**src/rtl/xoodyak_cmd_sequencer.sv**
```systemverilog
// xoodyak_cmd_sequencer
// Host-side command sequencer for the Xoodyak core. It takes one command at a
// time over a valid/ready handshake and holds opmode and input_data on the core
// until the core reports completion. It then returns the func, the captured
// text and an error flag on a valid/ready response channel. The continue bit is
// generated here, and a timeout guards against a core that never finishes.
//
// state | meaning
// ------+------------------------------------------------------------
// IDLE  | ready for a command, core sees opmode 0
// WAIT  | command issued, opmode/data held, timeout counter running
// RESP  | response presented on rsp_*, waiting for rsp_ready
//
// Ports:
//   eph1            clock, all state on rising edge
//   reset           asynchronous active-low reset
//   cmd_valid/ready command handshake; cmd_func, cmd_first, cmd_data payload
//   core_opmode     {1'b0, continue, func} to the core
//   core_input_data block data to the core
//   core_textout    core result text, sampled on core_finished
//   core_finished   core completion pulse
//   rsp_valid/ready response handshake; rsp_func, rsp_text, rsp_err payload
//   busy            sequencer not idle
module xoodyak_cmd_sequencer #(
  parameter int DATA_W         = 352,
  parameter int TEXT_W         = 192,
  parameter int TIMEOUT_CYCLES = 64
) (
  input  logic              eph1,
  input  logic              reset,
  input  logic              cmd_valid,
  output logic              cmd_ready,
  input  logic [3:0]        cmd_func,
  input  logic              cmd_first,
  input  logic [DATA_W-1:0] cmd_data,
  output logic [5:0]        core_opmode,
  output logic [DATA_W-1:0] core_input_data,
  input  logic [TEXT_W-1:0] core_textout,
  input  logic              core_finished,
  output logic              rsp_valid,
  input  logic              rsp_ready,
  output logic [3:0]        rsp_func,
  output logic [TEXT_W-1:0] rsp_text,
  output logic              rsp_err,
  output logic              busy
);

  localparam logic [1:0] ST_IDLE = 2'd0;
  localparam logic [1:0] ST_WAIT = 2'd1;
  localparam logic [1:0] ST_RESP = 2'd2;

  localparam logic [7:0] TMO_LAST = 8'(TIMEOUT_CYCLES - 1);

  logic [1:0] state;
  logic [3:0] last_func;
  logic [7:0] tmo_cnt;
  logic       func_legal;
  logic       cont;
  logic       cmd_fire;
  logic       text_func;

  assign func_legal = (cmd_func != 4'd0) && (cmd_func <= 4'd7);

  // Continue only when the host chains another block of the same phase.
  // init always starts a fresh session.
  assign cont = ~cmd_first & (cmd_func == last_func) & (cmd_func != 4'd1);

  // Gated by reset so no command can be taken while reset is held.
  assign cmd_ready = (state == ST_IDLE) && reset;
  assign cmd_fire  = cmd_valid && cmd_ready;
  assign rsp_valid = (state == ST_RESP);
  assign busy      = (state != ST_IDLE);

  // rsp_func holds the in-flight func while in WAIT.
  assign text_func = (rsp_func == 4'd4) || (rsp_func == 4'd5) || (rsp_func == 4'd6);

  always_ff @(posedge eph1 or negedge reset) begin
    if (!reset) begin
      state           <= ST_IDLE;
      last_func       <= 4'd0;
      tmo_cnt         <= 8'd0;
      core_opmode     <= 6'd0;
      core_input_data <= '0;
      rsp_func        <= 4'd0;
      rsp_text        <= '0;
      rsp_err         <= 1'b0;
    end else begin
      case (state)
        ST_IDLE: begin
          if (cmd_fire) begin
            rsp_func <= cmd_func;
            if (func_legal) begin
              core_opmode     <= {1'b0, cont, cmd_func};
              core_input_data <= cmd_data;
              tmo_cnt         <= 8'd0;
              state           <= ST_WAIT;
            end else begin
              // Illegal func never reaches the core and leaves last_func alone.
              rsp_err  <= 1'b1;
              rsp_text <= '0;
              state    <= ST_RESP;
            end
          end
        end
        ST_WAIT: begin
          tmo_cnt <= tmo_cnt + 8'd1;
          if (core_finished) begin
            rsp_text    <= text_func ? core_textout : '0;
            rsp_err     <= 1'b0;
            last_func   <= rsp_func;
            core_opmode <= 6'd0;
            state       <= ST_RESP;
          end else if (tmo_cnt == TMO_LAST) begin
            // Core state is unknown after a hang, so the next command must not chain.
            rsp_err     <= 1'b1;
            rsp_text    <= '0;
            last_func   <= 4'd0;
            core_opmode <= 6'd0;
            state       <= ST_RESP;
          end
        end
        ST_RESP: begin
          if (rsp_ready) begin
            state <= ST_IDLE;
          end
        end
        default: begin
          state       <= ST_IDLE;
          core_opmode <= 6'd0;
        end
      endcase
    end
  end

endmodule

```
**config.mk**
```make
export PLATFORM = sky130hd
export DESIGN_NAME = xoodyak_cmd_sequencer
export DESIGN_NICKNAME = d
export VERILOG_FILES = /design/src/rtl/xoodyak_cmd_sequencer.sv
export SDC_FILE = /design/constraint.sdc
export NUM_CORES = 1
export LEC_CHECK = 0
export ABC_CLOCK_PERIOD_IN_PS = 3500
export BUFFER_PORTS_ARGS = -buffer_cell sky130_fd_sc_hd__buf_2
export CORE_AREA = 5 5 433 435
export CTS_CLUSTER_DIAMETER = 80
export DETAILED_ROUTE_END_ITERATION = 16
export DIE_AREA = 0 0 438 440
export PLACE_DENSITY_LB_ADDON = 0.2
export SLEW_MARGIN = 20
export SYNTH_ARGS = -nofsm -noshare
export SYNTH_HDL_FRONTEND = slang
export SYNTH_SLANG_ARGS = --single-unit
```
**constraint.sdc**
```tcl
create_clock -name eph1 -period 3.5 [get_ports eph1]
set_clock_uncertainty 0.15 [all_clocks]
set_input_delay 0.525 -clock eph1 [delete_from_list [all_inputs] [get_ports eph1]]
set_output_delay 0.525 -clock eph1 [all_outputs]
set_load 0.01 [all_outputs]
```
# --- After elaboration in Yosys (flattened, before gate mapping) ---
# Index checks and enable logic that the tools add are counted.
word_totals:
  input_bits: 554
  output_inout_bits: 558
  register_bits: 569
  wordCells: 71
classes:
  eq_ne: 13
  add_sub_neg: 1
  bitwise: 4
  n_lt_le_gt_ge: 1
  n_mux: 27
  n_reduce_logical: 17
ops:
  columns: ["operator", "count"]
  rows:
  - ["192-bit 2-to-1 mux", 5]
  - ["192-bit case mux with 2 select lines", 1]
  - ["6-bit 2-to-1 mux", 4]
  - ["6-bit case mux with 3 select lines", 1]
  - ["8-bit 2-to-1 mux", 2]
  - ["8-bit case mux with 2 select lines", 1]
  - ["4-bit by 3-bit == test with 1-bit output, second input constant", 3]
  - ["2-bit 2-to-1 mux", 5]
  - ["3-bit AND reduction", 3]
  - ["8-bit by 1-bit adder with 8-bit output, second input constant", 1]
  - ["8-bit by 6-bit == test with 1-bit output, second input constant", 1]
  - ["4-bit 2-to-1 mux", 2]
  - ["4-bit AND reduction", 2]
  - ["2-bit != test, second input constant", 3]
  - ["2-bit case mux with 3 select lines", 1]
  - ["2-bit nonzero test", 3]
  - ["4-bit == test", 1]
  - ["4-bit by 3-bit less-or-equal comparator with 1-bit output, second input constant", 1]
  - ["1-bit 2-to-1 mux", 4]
  - ["4-bit by 1-bit != test with 1-bit output, second input constant", 1]
  - ["2-bit AND reduction", 2]
  - ["4-bit nonzero test", 1]
  - ["1-bit logical AND", 3]
  - ["3-bit != test, second input constant", 1]
  - ["8 further kinds", 11]

# --- Depth between registers and ports, before layout ---
# Gate-level depths: netlist (run 1).
depth:
  ltp_word: 6
  depth_mapped: 7

# --- Worst setup path before layout (run 1) ---
# No wires, ideal clock.
synth_timing:
  kind: "in2reg"
  startpoint: "in cmd_func[3]"
  endpoint: "reg core_input_data[264]"
  path_stages: 6
  n_path_buf: 4
  slack_ns: 1.402
  arrival_ns: 1.821
  cell_sequence: "clkbuf_1 -> nor4_2 -> buf_2 -> buf_6 -> buf_4 -> mux2_1"
synth_via:
  elab_chain_len: 3
  word_cells_on_any_way: 4
  cone_classes: "order compare: 1; reduce/logical: 3"
synth_lines:
  columns: ["element", "line", "source"]
  rows:
  - ["start, declared", "33", "input logic [3:0] cmd_func,"]
  - ["4-bit by 3-bit less-or-equal comparator with 1-bit output / 4-bit nonzero test (equally long branches)", "62", "assign func_legal = (cmd_func != 4'd0) && (cmd_func <= 4'd7);"]
  - ["1-bit logical AND *", "62", null]
  - ["3-bit AND reduction (no line) *", null, null]
  - ["end signal, assigned", "94", "core_input_data <= cmd_data;"]
  - ["end, declared", "37", "output logic [DATA_W-1:0] core_input_data,"]
# Mark *: on every way between the ends. The rest lies on a longest branch, timed or not.
# A chain may end at the register's enable or synchronous reset.

# --- Worst setup path in the final report (run 1) ---
layout_timing:
  startpoint: "in cmd_func[1]"
  endpoint: "reg core_input_data[52]"
# Same word-level chain as after synthesis.

==> results of run 1 <==
power groups by stage:
stage                     clock, mW  combinational (mW)  sequential (mW)
after floorplan                   0                1.77             10.2
after detailed placement          0                6.14             9.46
after global placement            0                6.13             9.45
after global routing           8.86                6.99             9.59
final                          8.24                6.48             9.37
after CTS                      8.64                6.71             9.37
state kept, by name, summed over array words and instances (netlist names):
signal           count
core_input_data    352
rsp_text           192
tmo_cnt              8
core_opmode          5
last_func            4
rsp_func             4
state                2
rsp_err              1
layer usage:
layer / vias to the layer above / track usage / wire, um
li1: 8145 / - / -
met1: 8973 / 0.1231 / 42380
met2: 618 / 0.2017 / 58220
met3: 182 / 0.04212 / 8937
met4: 2 / 0.03185 / 3295
met5: - / 0 / 13
placed cells by master, fill, tap and decap left out, types with 14 or more instances in the layout:
master                             n
sky130_fd_sc_hd__clkbuf_8         21
sky130_fd_sc_hd__buf_12           14
sky130_fd_sc_hd__mux2_2          205
sky130_fd_sc_hd__buf_4            19
sky130_fd_sc_hd__dfrtp_1         568
sky130_fd_sc_hd__buf_2          1109
sky130_fd_sc_hd__clkbuf_1         14
sky130_fd_sc_hd__clkbuf_16        81
sky130_fd_sc_hd__mux2_1          152
sky130_fd_sc_hd__a22o_1          199
sky130_fd_sc_hd__dlygate4sd3_1   549
repair_timing:
item | in CTS | in global routing
hold endpoints to repair | 643 | 0
hold buffers | 549 | 0
endpoints found under the setup margin | 0 | 0
how the worst min path moves through the flow:
stage	to	slack, ns	cells after the start
floorplan	core_input_data[0]$_DFFE_PN0P_	0.08	0
global placement	core_input_data[186]$_DFFE_PN0P_	0.31	1
detailed placement	core_input_data[132]$_DFFE_PN0P_	0.32	1
CTS	core_opmode[4]$_DFFE_PN0P_	0.02	3
global route	rsp_text[151]$_DFFE_PN0P_	0.02	2
finish	rsp_text[151]$_DFFE_PN0P_	0.07	2
worst reg2reg max path, stage by stage, from the launching register on:
cell,delay (ns)
sky130_fd_sc_hd__dfrtp_1,0.47
sky130_fd_sc_hd__nor2_2,0.36
sky130_fd_sc_hd__inv_2,0.11
sky130_fd_sc_hd__nor4_4,0.43
sky130_fd_sc_hd__buf_12,0.27
sky130_fd_sc_hd__buf_4,0.53
sky130_fd_sc_hd__mux2_2,0.37
through the flow:
stage          hold WS [ns]    util
2_1_floorplan       0.07941       -
3_3_place_gp         0.3136  0.1612
3_5_place_dp         0.3191  0.1612
4_1_cts             0.02481  0.2057
5_1_grt             0.01855  0.2057
6_report            0.07484  0.2058
cells by family after synthesis:
group,share of synthesized area
muxes,0.1925
other,0.0001782
and+or+nand+nor,0.009813
AOI/OAI and AO/OA,0.09051
buffers and inverters,0.02961
xor gates and xnor gates,0.001249
adders and majority gates,0.0005946
DFF,0.6755
layout make-up:
cell class / instances / area [um^2] / area share
Antenna cell: 6 / 15.01 / 0.0003994
Clock buffer: 116 / 2369 / 0.06300
Clock inverter: 27 / 270.3 / 0.007188
Inverter: 7 / 26.28 / 0.0006989
Multi-Input combinational cell: 625 / 6235 / 0.1658
Sequential cell: 568 / 14210 / 0.3781
Tap cell: 2385 / 2984 / 0.07937
Timing Repair Buffer: 1692 / 11480 / 0.3054
==> impl_table.tex, run 1 <==
\begin{tabular}{lr}
\hline
Metric & Value \\
\hline
\multicolumn{2}{l}{\textbf{Status}} \\
\quad Run status & finished, final reports clean \\
\multicolumn{2}{l}{\textbf{Place}} \\
\quad Pre-CTS setup slack & 0.5392 ns \\
\quad Placed wire-length estimate & 87.45 mm \\
\quad Number of I/O port buffers & 1110 \\
\quad Cell Area, Placed & 29450 um\^{}2 \\
\quad Final weighted congestion in routability-driven placement & 0.8099 \\
\quad Number of instances in the placed design & 4728 \\
\multicolumn{2}{l}{\textbf{Synthesis}} \\
\quad Synth warnings & 0 \\
\quad Sequential fraction of the synthesis area & 0.6755 \\
\quad Number of synthesized register bits & 568 \\
\quad Library cell with the largest summed area after synthesis & sky130\_fd\_sc\_hd\_\_dfrtp\_1 \\
\quad Main flop type after synthesis & sky130\_fd\_sc\_hd\_\_dfrtp\_1 \\
\quad Synth top area cells & sky130\_fd\_sc\_hd\_\_dfrtp\_1 (68\%), sky130\_fd\_sc\_hd\_\_mux2\_2 (11\%), sky130\_fd\_sc\_hd\_\_a22o\_1 (8.3\%) \\
\quad Number of unique standard cell types used by synthesis & 42 \\
\quad Synth Instances & 1285 \\
\quad Syn Std Cell Area & 21040 um\^{}2 \\
\quad Per-instance average area after synthesis & 16.37 um\^{}2 \\
\quad Post-synth EDFFs & 0 \\
\quad Fraction of registers with async set/reset & 1.000 \\
\quad Most used standard cells in the synthesized netlist & sky130\_fd\_sc\_hd\_\_dfrtp\_1 (568), sky130\_fd\_sc\_hd\_\_mux2\_2 (205), sky130\_fd\_sc\_hd\_\_a22o\_1 (199) \\
\quad Most instantiated library cell after synthesis & sky130\_fd\_sc\_hd\_\_dfrtp\_1 \\
\quad Proportion of netlist area held by the largest area contributor & 0.6755 \\
\quad Net count after synthesis & 1840 \\
\multicolumn{2}{l}{\textbf{Clock tree}} \\
\quad Number of buffers on the longest clock path & 3 \\
\quad Clock latency on the worst-skew pair & 0.68 ns \\
\quad Post\_cts resized & 0 \\
\quad CTS H-tree depth & 3 \\
\quad Number of buffers inserted during clock tree synthesis & 80 \\
\quad Root buf cell & sky130\_fd\_sc\_hd\_\_clkbuf\_16 \\
\quad CTS tree & yes \\
\quad \# Post-CTS Setup Buffers & 0 \\
\quad TritonCTS Sinks & 568 \\
\quad Clock transition at the register clock pins on the worst setup and hold paths after CTS & 0.06 ns \\
\multicolumn{2}{l}{\textbf{Power and ir drop}} \\
\quad Static Leakage & 17.98 nW \\
\quad Sequential Power Share & 0.389 \\
\quad Cell internal pwr & 16.34 mW \\
\quad Share of power burned in combinational logic & 0.269 \\
\quad Worst voltage drop across the vdd grid & 0.3487 mV \\
\quad Fraction of power spent switching nets & 0.3214 \\
\quad Areal power density over the cells & 640.6 nW/um\^{}2 \\
\quad Power share of the clock group & 0.342 \\
\quad Final total power & 24.08 mW \\
\quad Net switching power & 7.740 mW \\
\multicolumn{2}{l}{\textbf{Critical path}} \\
\quad Launching element of the worst setup path & cmd\_func[1] \\
\quad Critical-path maximum fanout & 44 \\
\quad Critical path endpoint & core\_input\_data[52]\$\_DFFE\_PN0P\_ \\
\quad Family of cells with the greatest summed delay on the critical path & buffers and inverters \\
\quad Kind of launch point of the worst setup path & input port \\
\quad Worst path slowest cell & sky130\_fd\_sc\_hd\_\_nor3\_1 \\
\quad End of the worst register-to-register path & core\_input\_data[52]\$\_DFFE\_PN0P\_ \\
\quad Stage delay of the slowest cell on the critical path & 0.88 ns \\
\quad FF-to-FF Start & state[0]\$\_DFFE\_PN0P\_ \\
\quad Setup crit end kind & flip-flop \\
\quad Crit path buf inv count & 4 \\
\quad Worst setup slack for register-to-register paths & 0.68 ns \\
\quad List of cells traversed by the critical path & dlygate4sd3\_1 -> buf\_2 -> nor3\_1 -> nor4\_4 -> buf\_12 -> buf\_4 -> mux2\_2 \\
\quad Depth of the worst register-to-register path & 6 \\
\quad Critical path type & input port to flip-flop \\
\quad Stages on worst setup path & 7 \\
\quad Worst Path Required & 3.90 ns \\
\quad Critical path data arrival time & 3.26 ns \\
\multicolumn{2}{l}{\textbf{Global routing}} \\
\quad Vias in the first global route & 19836 \\
\quad Global-route wire length before repair & 155.2 mm \\
\quad Initial antenna violation count & 33 \\
\quad Overflow left after global routing & 0 \\
\quad Maximum number of pins on one net before global-route repair & 139 \\
\quad Total routing usage reported by global routing & 0.1122 \\
\multicolumn{2}{l}{\textbf{Flow run}} \\
\quad Maximum capacitance violations & 0 \\
\multicolumn{2}{l}{\textbf{Route}} \\
\quad Post-detailed-route count of antenna-violating nets & 0 \\
\quad Number of DRC markers after the initial detailed-route iteration & 622 \\
\quad Avg WL per Cell & 20.80 um \\
\quad Count of vias placed by the detailed router & 17920 \\
\quad Final wirelength & 112.8 mm \\
\quad Residual DRC count & 0 \\
\quad Vias per cell & 3.303 \\
\quad Drt pass-1 iters & 4 \\
\multicolumn{2}{l}{\textbf{Timing}} \\
\quad Minimum setup slack in the final design & 0.6386 ns \\
\quad Fmax achieved & 349.5 MHz \\
\quad Fin crit share & 0.8175 \\
\quad Final min period & 2.861 ns \\
\quad Max-slew headroom at the worst pin & 0.2667 \\
\quad Setup tns final & 0 ns \\
\quad Setup repair after global routing missed its margin & no \\
\quad Count of endpoints failing setup in the final report & 0 \\
\quad Final Max Tran Viols & 0 \\
\quad Actual slew at the worst max-slew pin & 1.092 ns \\
\quad Final number of hold-violating endpoints & 0 \\
\multicolumn{2}{l}{\textbf{Floorplan}} \\
\quad Initial Util & 0.1152 \\
\quad Floorplan die area & 192700 um\^{}2 \\
\quad Vert. Die Dim & 440 um \\
\quad Number of rows created at floorplan & 157 \\
\quad Number of I/O pins & 1112 \\
\quad Core Box Area & 182700 um\^{}2 \\
\quad Die X-Extent & 438 um \\
\multicolumn{2}{l}{\textbf{Final layout}} \\
\quad Number of fillers in the final layout & 19836 \\
\quad NumNets Final & 3529 \\
\quad Final standard cell count with taps included and fillers excluded & 5426 \\
\quad Post-Layout Inst Area & 37600 um\^{}2 \\
\quad Relative area change from synthesis to final layout & 78.69\% \\
\quad Share of final-layout standard cells stronger than drive strength 1 & 0.4890 \\
\multicolumn{2}{l}{\textbf{Worst hold path}} \\
\quad Type of the tightest min-delay check & input port to flip-flop \\
\quad Worst Min Path Start & core\_textout[151] \\
\hline
\end{tabular}
(Power assumes the default switching activity.)
==> run 2: changes to the inputs <==
- ABC_CLOCK_PERIOD_IN_PS: 3500 -> 2400
- CORE_AREA: 5 5 433 435 -> 5 5 428 430
- DIE_AREA: 0 0 438 440 -> 0 0 433 435
- clock period: 3.5 -> 2.4 ns (I/O delays scaled with it)
==> impl_table.tex, run 2 (synthesis results as in run 1) <==
\begin{tabular}{lr}
\hline
Metric & Value \\
\hline
\multicolumn{2}{l}{\textbf{Timing}} \\
\quad Post-route worst hold slack & -0.2838 ns (-0.3586 ns) \\
\quad Final number of hold-violating endpoints & 69 (+69) \\
\quad Fin crit share & 0.9772 \\
\quad Setup repair after global routing missed its margin & yes \\
\quad Final Max Tran Viols & 0 (unchanged) \\
\quad Count of endpoints failing setup in the final report & 0 (unchanged) \\
\quad Final min period & 2.345 ns \\
\quad Setup tns final & 0 ns (unchanged) \\
\quad Max-slew headroom at the worst pin & 0.4278 (+0.1611) \\
\quad Actual slew at the worst max-slew pin & 0.8584 ns (-0.2332 ns) \\
\quad Fmax achieved & 426.4 MHz \\
\multicolumn{2}{l}{\textbf{Clock tree}} \\
\quad TritonCTS Sinks & 568 (unchanged) \\
\quad Clock latency on the worst-skew pair & 0.68 ns (about the same) \\
\quad Number of buffers inserted during clock tree synthesis & 80 (unchanged) \\
\quad CTS H-tree depth & 3 (unchanged) \\
\quad Root buf cell & sky130\_fd\_sc\_hd\_\_clkbuf\_16 \\
\quad Clock transition at the register clock pins on the worst setup and hold paths after CTS & 0.06 ns (about the same) \\
\quad Number of buffers on the longest clock path & 3 (unchanged) \\
\quad CTS tree & yes \\
\quad Post-cts hold buffer count & 552 (+0.55\%) \\
\multicolumn{2}{l}{\textbf{Critical path}} \\
\quad Critical-path maximum fanout & 23 (-48\%) \\
\quad Kind of launch point of the worst setup path & input port \\
\quad Critical path data arrival time & 2.73 ns (-0.53 ns) \\
\quad Critical path type & input port to flip-flop \\
\quad Setup crit end kind & flip-flop \\
\quad Worst Path Required & 2.78 ns (-1.12 ns) \\
\multicolumn{2}{l}{\textbf{Power and ir drop}} \\
\quad Share of power burned in combinational logic & 0.272 (+0.003) \\
\quad Sequential Power Share & 0.393 (+0.004) \\
\quad Areal power density over the cells & 920.7 nW/um\^{}2 (+44\%) \\
\quad Power share of the clock group & 0.336 (-0.006) \\
\quad Net switching power & 11.05 mW (+43\%) \\
\quad Cell internal pwr & 23.81 mW (+46\%) \\
\quad Static Leakage & 18.11 nW (+0.71\%) \\
\quad Final total power & 34.86 mW (+45\%) \\
\quad Fraction of power spent switching nets & 0.3169 (-0.004464) \\
\quad Worst voltage drop across the vdd grid & 0.5183 mV (+49\%) \\
\multicolumn{2}{l}{\textbf{Flow run}} \\
\quad Maximum capacitance violations & 0 (unchanged) \\
\multicolumn{2}{l}{\textbf{Status}} \\
\quad Run status & complete, but fails checks \\
\quad Failing checks & negative hold slack \\
\multicolumn{2}{l}{\textbf{Floorplan}} \\
\quad Initial Util & 0.1173 (+0.002126) \\
\quad Number of I/O pins & 1112 (unchanged) \\
\quad Number of rows created at floorplan & 156 (-0.64\%) \\
\quad Die X-Extent & 433 um (-1.1\%) \\
\quad Vert. Die Dim & 435 um (-1.1\%) \\
\quad Core Box Area & 179400 um\^{}2 (-1.8\%) \\
\quad Floorplan die area & 188400 um\^{}2 (-2.3\%) \\
\multicolumn{2}{l}{\textbf{Final layout}} \\
\quad Top library cells by usage in the layout, fill and taps aside & sky130\_fd\_sc\_hd\_\_buf\_2 (1108), sky130\_fd\_sc\_hd\_\_dfrtp\_1 (568), sky130\_fd\_sc\_hd\_\_dlygate4sd3\_1 (552) \\
\quad Most common library cell in the layout ignoring fill and taps & sky130\_fd\_sc\_hd\_\_buf\_2 \\
\quad Reg with most FFs & core\_input\_data \\
\quad Core occupancy in the finished layout & 0.2111 (+0.005263) \\
\quad Share of final-layout standard cells stronger than drive strength 1 & 0.4921 (+0.003184) \\
\quad Flip-flop count of the largest register after layout & 352 (unchanged) \\
\quad NumNets Final & 3561 (+0.91\%) \\
\quad Number of fillers in the final layout & 19496 (-1.7\%) \\
\quad Relative area change from synthesis to final layout & 79.94\% \\
\quad Registers with the most flip-flops & core\_input\_data x352, rsp\_text x192, tmo\_cnt x8 \\
\quad Final standard cell count with taps included and fillers excluded & 5432 (+0.11\%) \\
\multicolumn{2}{l}{\textbf{Route}} \\
\quad Count of vias placed by the detailed router & 17936 (+0.089\%) \\
\quad Vias per cell & 3.302 (about the same) \\
\quad Residual DRC count & 0 (unchanged) \\
\quad Number of DRC markers after the initial detailed-route iteration & 717 (+15\%) \\
\quad Final wirelength & 107.2 mm (-5.0\%) \\
\quad Post-detailed-route count of antenna-violating nets & 0 (unchanged) \\
\quad Drt pass-1 iters & 4 (unchanged) \\
\quad Avg WL per Cell & 19.73 um (-5.1\%) \\
\multicolumn{2}{l}{\textbf{Global routing}} \\
\quad Global-route wire length before repair & 150.4 mm (-3.1\%) \\
\quad Initial antenna violation count & 17 (-48\%) \\
\quad Vias in the first global route & 20140 (+1.5\%) \\
\quad Total routing usage reported by global routing & 0.1100 (-0.002191) \\
\quad Overflow left after global routing & 0 (unchanged) \\
\quad Maximum number of pins on one net before global-route repair & 118 (-15\%) \\
\multicolumn{2}{l}{\textbf{Place}} \\
\quad Number of instances in the placed design & 4740 (+0.25\%) \\
\quad Placed wire-length estimate & 82.72 mm (-5.4\%) \\
\quad Number of I/O port buffers & 1110 (unchanged) \\
\quad Final weighted congestion in routability-driven placement & 0.8291 (+2.4\%) \\
\multicolumn{2}{l}{\textbf{Worst hold path}} \\
\quad Type of the tightest min-delay check & input port to async pin \\
\hline
\end{tabular}
-- run 2: cell count changes in the layout (fill, tap and decap cells not counted), moves of 2 or more --
cell | before | now
sky130_fd_sc_hd__buf_4 | 19 | 39
sky130_fd_sc_hd__clkbuf_8 | 21 | 12
sky130_fd_sc_hd__buf_12 | 14 | 20
sky130_fd_sc_hd__buf_6 | 0 | 4
sky130_fd_sc_hd__clkinv_2 | 10 | 6
sky130_fd_sc_hd__dlygate4sd3_1 | 549 | 552
sky130_fd_sc_hd__inv_16 | 3 | 0
sky130_fd_sc_hd__clkbuf_16 | 81 | 83
sky130_fd_sc_hd__clkinv_8 | 0 | 2
sky130_fd_sc_hd__inv_6 | 5 | 3
-- run 2: final cells by class --
class	count	area, um^2	area share
Multi-Input combinational cell	625	6242	0.1649
Sequential cell	568	14210	0.3754
Clock inverter	23	274.0	0.007238
Timing Repair Buffer	1724	11820	0.3123
Clock buffer	109	2295	0.06061
Inverter	7	30.03	0.0007932
Tap cell	2370	2965	0.07833
Antenna cell	6	15.01	0.0003966
-- run 2: what timing repair did --
item | CTS | global route
resized for setup | 5 | 1
pin swaps | 0 | 2
endpoints found under the hold margin | 632 | 69
setup endpoints to repair | 1 | 161
buffers inserted | 2 | 0
-- run 2: metal layers --
metal,up-vias,global-route usage,share of wire
met1,8922,0.1241,0.39
met5,-,0,0.00049
met4,12,0.03882,0.030
met2,631,0.1920,0.50
li1,8208,-,-
met3,163,0.03797,0.076
-- run 2: worst paths after layout --
check | start | end | slack, ns | depth (start not counted)
setup / recovery | cmd_func[1] | core_input_data[15]$_DFFE_PN0P_ | 0.05 | 8
hold / removal | reset | rsp_func[3]$_DFFE_PN0P_ | -0.28 | 3
setup reg to reg | state[1]$_DFFE_PN0P_ | rsp_text[39]$_DFFE_PN0P_ | 0.06 | 7
hold reg to reg | core_input_data[199]$_DFFE_PN0P_ | core_input_data[199]$_DFFE_PN0P_ | 0.33 | 1
max in group asynchronous | reset | core_input_data[304]$_DFFE_PN0P_ | 1.04 | 4
min in group eph1 | reset | rsp_func[3]$_DFFE_PN0P_ | 0.24 | 4
-- run 2: power groups by stage --
stage / Combinational (mW) / Clock [mW] / Sequential, mW
6_report: 9.47 / 11.7 / 13.7
5_1_grt: 10.2 / 12.6 / 14.0
4_1_cts: 9.77 / 12.3 / 13.7
3_5_place_dp: 8.91 / 0 / 13.8
3_3_place_gp: 8.87 / 0 / 13.8
2_1_floorplan: 2.57 / 0 / 14.9
-- run 2: per-stage QoR --
step	cell area, um^2	setup slack (ns)
floorplan	21040	0.3035
CTS	37840	0.002392
global placement	29710	0.04266
detailed placement	29710	0.03172
global route	37860	-0.0008786
finish	37860	0.05480
-- run 2: worst max-delay path: stages --
cell and delay, ns:
sky130_fd_sc_hd__dlygate4sd3_1 0.55, sky130_fd_sc_hd__buf_2 0.17, sky130_fd_sc_hd__nor3_1 0.08, sky130_fd_sc_hd__buf_4 0.16
sky130_fd_sc_hd__nor4_4 0.49, sky130_fd_sc_hd__buf_12 0.26, sky130_fd_sc_hd__buf_12 0.21, sky130_fd_sc_hd__mux2_2 0.36
